### config.mk
export PLATFORM = sky130hd
export DESIGN_NAME = gpio_in_filter
export DESIGN_NICKNAME = d
export VERILOG_FILES = /design/src/rtl/gpio_in_filter.sv
export SDC_FILE = /design/constraint.sdc
export NUM_CORES = 1
export LEC_CHECK = 0
export ABC_AREA = 1
export BUFFER_PORTS_ARGS = -buffer_cell sky130_fd_sc_hd__buf_4
export CAP_MARGIN = 20
export CORE_MARGIN = 2
export CORE_UTILIZATION = 60
export DETAILED_ROUTE_END_ITERATION = 10
export GPL_TIMING_DRIVEN = 0
export PLACE_DENSITY = 0.83
export REMOVE_ABC_BUFFERS = 1
export SKIP_LAST_GASP = 1
export SYNTH_ARGS = -nofsm -noshare
export SYNTH_HDL_FRONTEND = slang
export SYNTH_SLANG_ARGS = --single-unit
### constraint.sdc
create_clock -name clk -period 5.7 [get_ports clk]
set_input_delay 0.855 -clock clk [delete_from_list [all_inputs] [get_ports clk]]
set_output_delay 0.855 -clock clk [all_outputs]
set_load 0.1 [all_outputs]
### src/rtl/gpio_in_filter.sv
// GPIO pad input conditioning: two-flop synchroniser, optional per-bit debounce
// gated by a shared prescaler tick, and registered rise/fall pulses of the result.
module gpio_in_filter #(
    parameter int unsigned DW = 32,
    parameter int unsigned CW = 8,
    parameter int unsigned PW = 16
) (
    input  logic          clk,
    input  logic          rst,
    input  logic [DW-1:0] pad_i,
    input  logic [DW-1:0] filt_en_i,
    input  logic [PW-1:0] cfg_div_i,
    input  logic [CW-1:0] cfg_thresh_i,
    output logic [DW-1:0] gpio_in_o,
    output logic [DW-1:0] rise_o,
    output logic [DW-1:0] fall_o
);

    logic [DW-1:0]         s1;
    logic [DW-1:0]         s2;
    logic [PW-1:0]         pre_cnt;
    logic [DW-1:0][CW-1:0] cnt;
    logic [DW-1:0][CW-1:0] cnt_next;
    logic [DW-1:0]         val_next;
    logic                  tick_c;

    // ">=" rather than "==" so lowering the divider never waits for a wrap
    assign tick_c = (pre_cnt >= cfg_div_i);

    // Per-bit accept decision: bypass, matched, threshold reached, or count a tick
    always_comb begin
        val_next = gpio_in_o;
        cnt_next = cnt;
        for (int i = 0; i < int'(DW); i++) begin
            if (!filt_en_i[i]) begin
                val_next[i] = s2[i];
                cnt_next[i] = '0;
            end else if (s2[i] == gpio_in_o[i]) begin
                cnt_next[i] = '0;
            end else if (tick_c) begin
                if (cnt[i] >= cfg_thresh_i) begin
                    val_next[i] = s2[i];
                    cnt_next[i] = '0;
                end else begin
                    cnt_next[i] = cnt[i] + CW'(1);
                end
            end
        end
    end

    always_ff @(posedge clk) begin
        if (rst) begin
            s1        <= '0;
            s2        <= '0;
            pre_cnt   <= '0;
            cnt       <= '0;
            gpio_in_o <= '0;
            rise_o    <= '0;
            fall_o    <= '0;
        end else begin
            s1        <= pad_i;
            s2        <= s1;
            pre_cnt   <= tick_c ? '0 : pre_cnt + PW'(1);
            cnt       <= cnt_next;
            gpio_in_o <= val_next;
            rise_o    <= val_next & ~gpio_in_o;
            fall_o    <= ~val_next & gpio_in_o;
        end
    end

endmodule

Word level (Yosys, flattened, before mapping) --
Index checks and enable logic that the tools add are counted.
Word-level totals: word-level logic and storage cells 365, input port bits 90, output and inout bits 96, flip-flop bits (word level) 432
Cells by class: bitwise gates (word level) 36, $lt $le $gt $ge 33, mux-type cells 160, $add $sub $neg 33, equality and inequality tests 32, reductions and logical operators 33
Operator list (number):
- $add A8 B1 Y8 const B | 32
- $ge A8 B8 Y1 | 32
- $mux W8 | 32
- $mux W1 | 128
- $reduce_or A3 Y1 | 32
- $and A32 B32 Y32 | 2
- $not A32 Y32 | 2
- $eq A1 B1 Y1 | 32
- $not A1 Y1 | 32
- $add A16 B1 Y16 const B | 1
- $ge A16 B16 Y1 | 1
- $reduce_or A2 Y1 | 1

Longest topological paths before layout --
depth after elaboration 7, mapped depth 17, mapped depth without buffers 15

Least setup slack after synthesis --
No wires, ideal clock.
path type in2reg, start input port cfg_thresh_i[7], end register gpio_in_o[0], buffers on the path 0, arrival time 2.595 ns, stages on the path 12, library setup time 0.065 ns, slack 3.040 ns, required time 5.635 ns, cell sequence inv_1 > ha_1 > nand2_1 > inv_1 > nor2_1 > o21a_1 > nand3_1 > nand2_1 > nand2_1 > nand2_1 > nand2_1 > nor2_1
On the way: word-level cells in the longest chain between the ends 5
Ends and longest elaborated chain:
- start: declaration | line 13 | input logic [CW-1:0] cfg_thresh_i,
- $ge A8 B8 Y1 | line 41 | if (cnt[i] >= cfg_thresh_i) begin
- $mux W1 | line 41
- $mux W1 | line 40 | end else if (tick_c) begin
- $mux W1 | line 38 | end else if (s2[i] == gpio_in_o[i]) begin
- $mux W1 | line 35 | if (!filt_en_i[i]) begin
- end signal: assignment | line 65 | gpio_in_o <= val_next;
- end: declaration | line 14 | output logic [DW-1:0] gpio_in_o,
Every way passes these cells. A chain may end at the register's enable or synchronous reset.

Final worst setup path --
start input port cfg_div_i[15], end register pre_cnt[9]
On the way: word-level cells in the longest chain between the ends 2
Ends and longest elaborated chain:
- start: declaration | line 12 | input logic [PW-1:0] cfg_div_i,
- $ge A16 B16 Y1 | line 28 | assign tick_c = (pre_cnt >= cfg_div_i);
- $reduce_or A2 Y1 (no source line)
- end signal: assignment | line 63 | pre_cnt <= tick_c ? '0 : pre_cnt + PW'(1);
- end: declaration | line 21 | logic [PW-1:0] pre_cnt;
Every way passes these cells.

==> flow_summary.toml <==
[place]
placed_area_sq_um = 27600
io_buffers = 185
place_congestion = 0.835
dp_hpwl_mm = 37.9
dp_cells = 4292

[die]
die_y_um = 211
initial_utilization_pct = 61.0
die_x_um = 211
boundaryPins = 186
core-area_sq_um = 42100
num_rows = 75
dieArea_sq_um = 44500

[clock_tree]
cts_buffers = 46
cts.sinks = 432
path_clk_slew_ns = 0.06
clockBufferDepth = 3
htreeDepth = 2
post-cts-setup-buffers = 0
cts_tree = "yes"
ctsResizeCount = 0
clock_latency_ns = 0.58
root_buffer = "clkbuf_16"
hold_buffers = 0

[yosys]
netlist_instances = 3638
ys_ff_latch = 432
yosysTopAreaCell = "dfxtp_1"
ys_seq_area_share_pct = 33.7
synth_area_sq_um = 25700
ys_top_cells_by_area = "dfxtp_1 34%, ha_1 15%, nand2_1 13%, nor2_1 8.4%, a21oi_1 6.4%"
yosysUniqueCellTypes = 26
synth_warnings = 0
synth_top_area_share_pct = 33.7
syn_avg_cell_area_sq_um = 7.06

[timing]
rsz0062_at_grt = "false"
hold_viol = 0
setup_viol = 0
fin_worst_skew_ns = 0.0111
tns_ns = 0
post-route-min-period_ns = 4.31
maxSlewHeadroom_pct = 54.3
tightest_slew_ns = 0.685
fin_crit_sh_pct = 75.6
final-max-slew-violation-count = 0
fmax_mhz = 232

[layout]
nets = 4196
area_growth_pct = 13.2
final_cell_area_sq_um = 29100
drive_above_1_share_pct = 7.28
n_antenna_cell = 0
layout.cells.non_filler = 4371

[hold_path]
hp-class = "reg -> reg"

[global_route]
grt_start_max_net_pins = 160
grt_pass1_vias = 21190
grt_pass1_wl_mm = 95.3
antenna_found_initial = 0
grt-ovfl-total = 0
grt_use_total_pct = 25.2

[detailed_routing]
drc_errors = 0
viasPerCell = 5.23
wire_per_inst_um = 12.8
drt_wl_total_mm = 56.0
via_count = 22856
drt_iter0_drc = 1378
firstDrtPassIters = 5
drtAntennaViolNets = 0

[setup_path]
startpoint_type = "input pin"
cp_max_fo = 159
end_kind = "register"
crit_arrival_ns = 4.80
worstSetupPathType = "in -> reg"
cp.required_ns = 6.19

[flow_run]
drv_cap = 0

[pwr]
power_leakage_uw = 0.0129
pwr_density_cell_nw_per_um2 = 230
power_uw = 6700
ir_drop_uv = 258

[run_status]
status = "completed"
[metal layers]
| layer | wire, um | track usage (%) |
|---|---|---|
| met1 | 25300 | 30.6 |
| met2 | 26900 | 45.5 |
| met3 | 2170 | 3.49 |
| met4 | 1560 | 8.81 |
| met5 | 0 | 0 |
[synthesized netlist by cell type (all sizes together)]
| master | n |
|---|---|
| a21o | 2 |
| a21oi | 329 |
| and3 | 32 |
| buf | 67 |
| clkbuf | 15 |
| dfxtp | 432 |
| ha | 305 |
| inv | 382 |
| nand2 | 906 |
| nand3 | 104 |
| nand3b | 54 |
| nand4 | 70 |
| nor2 | 572 |
| nor3 | 130 |
| nor3b | 11 |
| nor4 | 1 |
| o21a | 32 |
| o21ai | 35 |
| xnor2 | 95 |
| xor2 | 64 |
[power breakdown]
group / switching, uW / leakage, uW / internal, uW / total (uW)
Combinational: 413 / 0.00864 / 183 / 596
Sequential: 34.6 / 0.00350 / 3060 / 3100
Clock: 1250 / 0.000744 / 1760 / 3010
[layout make-up]
| class | count | area, sq um |
|---|---|---|
| tap | 539 | 674 |
| multi-input combinational | 2742 | 15200 |
| clock buffer | 61 | 1280 |
| fill | 3575 | 13100 |
| inverter | 382 | 1440 |
| sequential | 432 | 8650 |
| clock inverter | 18 | 228 |
| timing repair buffer | 197 | 1660 |
[state kept, by name (all words and copies together) (netlist names)]
name and count:
cnt 256, fall_o 32, gpio_in_o 32, pre_cnt 16, rise_o 32, s1 32
s2 32
[cells in the final DEF, fill, tap and decap left out]
cell       synthesis  routed
xor2_1            64      64
nor2_1           572     572
inv_2              2       9
nor3b_1           11      11
buf_12             1       8
inv_6              0       5
nand3b_1          54      54
a21o_1             2       2
nand3_1          104     104
nand4_1           70      70
buf_4              9     185
buf_16             0       4
and3_1            32      32
inv_1            380     372
o21a_1            32      32
clkinv_8           0       1
clkbuf_8           0       7
clkinv_4           0       2
nor3_1           130     130
ha_1             305     305
bufinv_16          0       4
o21ai_0           35      35
nor4_1             1       1
clkbuf_1          15       8
inv_8              0       1
nand2_8            0       1
clkbuf_16          0      46
a21oi_1          329     329
xnor2_1           95      95
nand2_1          905     905
clkinv_2           0       6
dfxtp_1          432     432
[per-stage QoR]
stage | util, % | hold slack [ns] | setup WS, ns
finish | 69.0 | 0.400 | 1.39
global route | 69.0 | 0.416 | 1.11
CTS | 69.0 | 0.401 | 1.52
detailed placement | 65.4 | 0.393 | 0.870
global placement | 64.8 | 0.389 | -7.22
floorplan | - | 0.388 | -2.27
[path summary, 6_finish.rpt]
path	start	end	slack, ns	depth (start not counted)
worst max register to register	pre_cnt[9]	pre_cnt[9]	1.39	13
worst min register to register	s1[8]	s2[8]	0.40	2
worst min-delay path	s1[8]	s2[8]	0.40	2
worst max-delay path	cfg_div_i[15]	pre_cnt[9]	1.39	13
[cells by family after synthesis]
logic type,share of synthesized area (%)
xor+xnor,5.42
flops,33.7
compound gates,8.08
simple gates,30.6
fa+ha+maj,14.8
buf+inv,7.44
[critical path, cell delays in order]
cell     delay (ns)
buf_4          0.07
inv_1          0.03
ha_1           0.31
a21oi_1        0.15
o21ai_0        0.11
a21oi_1        0.37
nand2_8        0.12
buf_16         0.27
buf_16         0.36
inv_8          0.61
buf_16         0.42
nand2_1        0.48
nor3b_1        0.32
Power figures use the tool's default switching activity.
